`config.mk`:
```
export PLATFORM = sky130hd
export DESIGN_NAME = floo_mcast_fork
export DESIGN_NICKNAME = d
export VERILOG_FILES = /design/src/rtl/floo_mcast_fork_pkg.sv /design/src/rtl/floo_mcast_fork.sv
export SDC_FILE = /design/constraint.sdc
export NUM_CORES = 1
export LEC_CHECK = 0
export CAP_MARGIN = 20
export CORE_MARGIN = 4
export CORE_UTILIZATION = 42
export DETAILED_ROUTE_END_ITERATION = 16
export GPL_ROUTABILITY_DRIVEN = 0
export HOLD_SLACK_MARGIN = 0.12
export PLACE_DENSITY = 0.8
export SETUP_SLACK_MARGIN = 0.15
export SLEW_MARGIN = 20
export SYNTH_ARGS = -nofsm -noshare
export SYNTH_HDL_FRONTEND = slang
export SYNTH_SLANG_ARGS = --single-unit
export TNS_END_PERCENT = 50
```
`constraint.sdc`:
```
create_clock -name clk_i -period 2.98 [get_ports clk_i]
set_input_delay 0.596 -clock clk_i [delete_from_list [all_inputs] [get_ports clk_i]]
set_output_delay 0.596 -clock clk_i [all_outputs]
set_load 0.02 [all_outputs]
```
`src/rtl/floo_mcast_fork_pkg.sv`:
```
// Shared types for the multicast fork: route directions, port count and flit payloads.
package floo_mcast_fork_pkg;

  localparam int unsigned NumRoutes = 5;

  typedef enum logic [2:0] {
    Eject = 3'd0,
    North = 3'd1,
    East  = 3'd2,
    South = 3'd3,
    West  = 3'd4
  } route_e;

  localparam int unsigned NarrowFlitWidth = 8;
  localparam int unsigned WideFlitWidth   = 64;

  typedef logic [NarrowFlitWidth-1:0] narrow_flit_t;
  typedef logic [WideFlitWidth-1:0]   wide_flit_t;

endpackage

```
`src/rtl/floo_mcast_fork.sv`:
```
// Multicast fork: replicates each input flit onto every selected output port and
// holds the input until all selected ports have accepted; selection locked per packet.
module floo_mcast_fork #(
  parameter int unsigned NumRoutes = floo_mcast_fork_pkg::NumRoutes,
  parameter type         flit_t    = logic
) (
  input  logic                 clk_i,
  input  logic                 rst_ni,
  input  logic                 valid_i,
  output logic                 ready_o,
  input  flit_t                data_i,
  input  logic                 last_i,
  input  logic [NumRoutes-1:0] route_sel_i,
  output logic [NumRoutes-1:0] valid_o,
  input  logic [NumRoutes-1:0] ready_i,
  output flit_t                data_o [NumRoutes],
  output logic                 busy_o,
  output logic                 drop_o
);
  import floo_mcast_fork_pkg::*;

  typedef enum logic {
    HEAD  = 1'b0,
    BURST = 1'b1
  } fork_state_e;

  fork_state_e          state_q, state_d;
  logic [NumRoutes-1:0] sel_q, sent_q;
  logic [NumRoutes-1:0] sel, hs, port_ok;
  logic                 done;

  // Per-port replication; a port is satisfied once deselected, already served, or handshaking now.
  for (genvar r = 0; r < NumRoutes; r++) begin : g_port
    assign valid_o[r] = valid_i & sel[r] & ~sent_q[r];
    assign hs[r]      = valid_o[r] & ready_i[r];
    assign port_ok[r] = ~sel[r] | sent_q[r] | hs[r];
    assign data_o[r]  = data_i;
  end

  assign done = valid_i & (&port_ok);

  always_ff @(posedge clk_i or negedge rst_ni) begin
    if (!rst_ni) begin
      state_q <= HEAD;
    end else begin
      state_q <= state_d;
    end
  end

  always_comb begin
    state_d = state_q;
    if (done) begin
      state_d = last_i ? HEAD : BURST;
    end
  end

  always_comb begin
    sel     = (state_q == HEAD) ? route_sel_i : sel_q;
    ready_o = done;
    drop_o  = valid_i & (state_q == HEAD) & ~(|route_sel_i);
    busy_o  = (state_q == BURST);
  end

  // Head selection lock and per-port served flags; a completed flit clears all flags.
  always_ff @(posedge clk_i or negedge rst_ni) begin
    if (!rst_ni) begin
      sel_q  <= '0;
      sent_q <= '0;
    end else if (done) begin
      sent_q <= '0;
      if (state_q == HEAD) begin
        sel_q <= route_sel_i;
      end
    end else if (valid_i) begin
      sent_q <= sent_q | hs;
    end
  end

endmodule

```
Yosys cells after proc, flatten, opt, wreduce, memory -nomap -nowiden
Cells that the tools add are included.
{"block": "classes", "muxes": 4, "n_bitwise": 41, "n_reduce_logical": 3}
{"operator": "AND 1 bit", "count": 18}
{"operator": "two-way mux 5 bit", "count": 3}
{"operator": "inverter 1 bit", "count": 12}
{"operator": "bitwise OR 1 bit", "count": 10}
{"operator": "bitwise OR 5 bit", "count": 1}
{"operator": "AND reduction 5 bit", "count": 1}
{"operator": "OR reduction 5 bit", "count": 1}
{"operator": "nonzero test 2 bit", "count": 1}
{"operator": "two-way mux 1 bit", "count": 1}
{"block": "word_totals", "regBits": 11, "inputBits": 15, "out_inout_bits": 13, "word_cells": 51}

Longest topological paths before layout
{"block": "logic_depth", "word_depth": 8, "ltp_mapped": 6, "ltp_nobuf": 4}

Least setup slack after synthesis
Ideal clock, no wire load.
{"block": "synth_path", "path_kind": "register to output", "startpoint": "register state_q, in the netlist busy_o", "endpoint": "output ready_o", "arrival_time_ns": 1.689, "required_ns": 2.384, "setup_slack_ns": 0.695, "path_stages_with_launch": 5, "n_path_buf": 1, "cell_sequence": "dfrtp_1 buf_6 mux2i_1 a211oi_1 nor4_2"}
{"block": "synth_via", "elab_chain_len": 7, "elab_cells_between_ends": 33, "cone_classes": "1 x mux; 31 x bitwise; 1 x reduce/logical"}
{"item": "from (decl)", "line": "floo_mcast_fork.sv:27", "rtl": "fork_state_e state_q, state_d;"}
{"item": "from (signal assigned)", "line": "floo_mcast_fork.sv:46", "rtl": "state_q <= state_d;"}
{"item": "two-way mux 5 bit (*)"}
{"item": "AND 1 bit (2 in a row)", "line": "floo_mcast_fork.sv:34", "rtl": "assign valid_o[r] = valid_i & sel[r] & ~sent_q[r];"}
{"item": "AND 1 bit", "line": "floo_mcast_fork.sv:35", "rtl": "assign hs[r] = valid_o[r] & ready_i[r];"}
{"item": "bitwise OR 1 bit", "line": "floo_mcast_fork.sv:36", "rtl": "assign port_ok[r] = ~sel[r] | sent_q[r] | hs[r];"}
{"item": "AND reduction 5 bit (*)", "line": "floo_mcast_fork.sv:40", "rtl": "assign done = valid_i & (&port_ok);"}
{"item": "AND 1 bit (*)", "line": "floo_mcast_fork.sv:40"}
{"item": "to (decl)", "line": "floo_mcast_fork.sv:10", "rtl": "output logic ready_o,"}
Mark *: on every way between the ends. The rest lies on a longest branch, timed or not.

Worst setup path after layout
{"block": "layout_path", "startpoint": "input route_sel_i[2]", "endpoint": "output ready_o"}
{"block": "layout_via", "elab_chain_len": 7, "elab_cells_between_ends": 9, "cone_classes": "1 x mux; 7 x bitwise; 1 x reduce/logical"}
{"item": "from (decl)", "line": "floo_mcast_fork.sv:13", "rtl": "input logic [NumRoutes-1:0] route_sel_i,"}
{"item": "two-way mux 5 bit (*)"}
{"item": "AND 1 bit (2 in a row)", "line": "floo_mcast_fork.sv:34"}
{"item": "AND 1 bit", "line": "floo_mcast_fork.sv:35"}
{"item": "bitwise OR 1 bit (*)", "line": "floo_mcast_fork.sv:36"}
{"item": "AND reduction 5 bit (*)", "line": "floo_mcast_fork.sv:40"}
{"item": "AND 1 bit (*)", "line": "floo_mcast_fork.sv:40"}
Marks and branches as above.

==> flow_summary_export.csv <==
group,metric,value,unit
placed_design,dp_hpwl,1150,um
global_routing,grt_pass1_wl,2460,um
routing,firstDrtPassIters,4,
timing,hold_violations,0,
critical_path,rr_startpoint,"busy_o",
pwr,power_switching,301,uW
synth,syn-instance-count,62,
critical_path,reg2reg_depth,4,
pwr,p_int,490,uW
synth,synth.top_cell.area_share,41.7,%
pwr,pwr-share-seq,35.7,%
pwr,p_leak,0.000426,uW
routing,num_vias,539,
floorplan,io_pins,28,
synth,yosysWarnings,0,
clock_tree,root_buffer,"clkbuf_4",
clock_tree,holdBufCountCts,0,
clock_tree,clk_pin_slew_worst_paths,0.07,ns
critical_path,endpoint_kind,"output pin",
min_path,whs_path_depth,1,
finish,final_cells,100,
pwr,powerDensity,888,nW/um^2
floorplan,die_h,47.7,um
min_path,whs_endpoint,"sel_q[0]",
floorplan,core-area,1490,sq um
floorplan,rows,14,
placed_design,portBuffers,21,
clock_tree,cts_tree,"built",
finish,layout-drive-gt1-share,16.7,%
global_routing,grt_max_degree,12,
timing,period_share,91.5,%
floorplan,dieArea,2270,sq um
clock_tree,cts_setup_buffers,0,
timing,finalSetupViolCount,0,
critical_path,path_class,"in2out",
critical_path,required,2.38,ns
synth,syn_nets,77,
critical_path,ff2ff_setup_slack,0.82,ns
placed_design,dpl_worst_slack,-0.0159,ns
critical_path,cp_slowest_cell,"clkdlybuf4s50_1",
min_path,hold_class,"reg2reg",
flow_run,cap_violations,0,
critical_path,start_kind,"primary input",
timing,rsz0062_at_grt,"false",
clock_tree,clock_sinks,11,
global_routing,grt_overflow,0,
routing,drt-initial-drc-count,15,
global_routing,grt_pass1_vias,552,
routing,ant_nets,0,
pwr,netSwitchingFraction,38.1,%
timing,worst_pin_slew,0.494,ns
critical_path,crit_fanout,3,
critical_path,max_stage_delay,0.44,ns
critical_path,rr_endpoint,"sel_q[1]",
timing,skew,0.000671,ns
pwr,ir_drop,0.512,mV
min_path,hold_start,"sel_q[0]",
finish,area_delta_synth_final,35.0,%
timing,drv_slew,0,
placed_design,place_inst,96,
synth,yosys.area.top_type,"dfrtp_1",
clock_tree,clk-insertion-delay-late,0.27,ns
synth,syn_area_per_cell,10.7,sq um
timing,slew_headroom,66.9,%
global_routing,antenna_found_initial,0,
synth,synthDistinctLibCells,19,
critical_path,worstPathCellList,"clkdlybuf4s50_1, mux2i_1, o32ai_1, nor4_2, dlygate4sd2_1",
synth,ys_seq_area_share,41.7,%
routing,viasPerCell,5.39,
floorplan,initial_core_util,44.4,%
finish,final_nets,100,
clock_tree,cts_buffers,3,
synth,ys_ff_latch,11,
clock_tree,clock_path_buffers,2,
finish,final_common_cell,"clkdlybuf4s50_1",
finish,final_cell_mix,"19 x clkdlybuf4s50_1, 11 x nor2_1, 11 x dfrtp_1",
synth,synth_area,661,sq um
pwr,pwr-share-comb,51.5,%
routing,drt_wl_total,1520,um
floorplan,fp.dieW,47.7,um
routing,wl_per_cell,15.2,um
global_routing,grt_usage,15.7,%
timing,max_freq,0.367,GHz
timing,fin_ws,0.254,ns
timing,fin_crit,2.73,ns
run_status,status,"completed",
synth,synth_area_leaders,"dfrtp_1 42%, mux2_4 11%, mux2i_1 9.1%",
timing,fin_setup_tns,0,ns
clock_tree,htree_num_levels,1,
critical_path,cp.arrival,2.13,ns
finish,num_antenna_cells,0,
pwr,clock_power_share,12.9,%
routing,drc,0,
==> power groups by stage <==
stage	logic, uW	registers (uW)	clock network, uW
detailed placement	409	283	0
CTS	408	282	108
floorplan	309	266	0
global route	442	292	116
finish	408	282	102
global placement	400	279	0
==> stage by stage <==
step	utilization [%]	cell area, sq um	hold slack (ns)	total power [uW]
final	59.9	892	0.520	792
after global routing	59.9	892	0.527	850
after CTS	59.7	890	0.522	798
after detailed placement	58.1	865	0.496	692
after global placement	58.1	865	0.495	679
after floorplan	-	661	0.300	575
==> cell usage after synthesis <==
master / instances
dfrtp_1: 11
nor2_1: 11
mux2i_1: 6
a31oi_1: 5
and2_1: 5
buf_4: 5
mux2_4: 5
a211oi_1: 2
buf_6: 2
a21o_1: 1
clkbuf_1: 1
inv_1: 1
nand3_1: 1
nor4_1: 1
nor4_2: 1
o311ai_0: 1
o31ai_1: 1
o32ai_1: 1
or4_1: 1
==> sequential cells by signal, indices dropped and copies added, names as in the netlist <==
signal  cells
busy_o      1
sel_q       5
sent_q      5
==> cells by family (layout without fill, tap and decap cells) <==
group           Yosys count  count (layout)  share of synthesized area (%)
flops                    11              11                           41.7
buf+inv                   9              31                           10.2
simple gates             20              20                           15.7
mux                      11              11                           20.5
compound gates           11              11                           11.9
==> layer usage <==
| layer | up-vias | global-route usage, % | wire length (um) |
|---|---|---|---|
| met1 | 256 | 19.7 | 694 |
| met3 | 0 | 8.65 | 134 |
| met5 | - | 0 | 0 |
| li1 | 265 | - | - |
| met2 | 18 | 25.4 | 691 |
| met4 | 0 | 0 | 0 |
==> how the worst max path moves through the flow <==
stage,start,slack (ns),cells after the start,to
finish,route_sel_i[2],0.25,5,ready_o
global route,route_sel_i[1],0.15,5,valid_o[1]
CTS,valid_i,0.1,5,drop_o
detailed placement,route_sel_i[2],-0.02,5,ready_o
global placement,route_sel_i[2],0.03,5,ready_o
floorplan,busy_o,0.69,4,ready_o
==> cell type report <==
| type | instances | area (sq um) |
|---|---|---|
| Sequential cell | 11 | 275 |
| Tap cell | 16 | 20.0 |
| Inverter | 1 | 3.75 |
| Timing Repair Buffer | 26 | 249 |
| Clock buffer | 4 | 26.3 |
| Multi-Input combinational cell | 42 | 318 |
| Fill cell | 127 | 597 |
==> worst max-delay path: cells and delay by family <==
| family | cells | cell delay (ns) |
|---|---|---|
| multiplexers | 1 | 0.22 |
| AND/OR/NAND/NOR | 1 | 0.32 |
| buffers and inverters | 2 | 0.82 |
| AO/OA/AOI/OAI | 1 | 0.16 |
==> timing repair <==
action / 4_1_cts / 5_1_grt
pin swaps: 0 / 0
setup endpoints to repair: 2 / 1
resized for setup: 1 / 1
(Power assumes the default switching activity.)
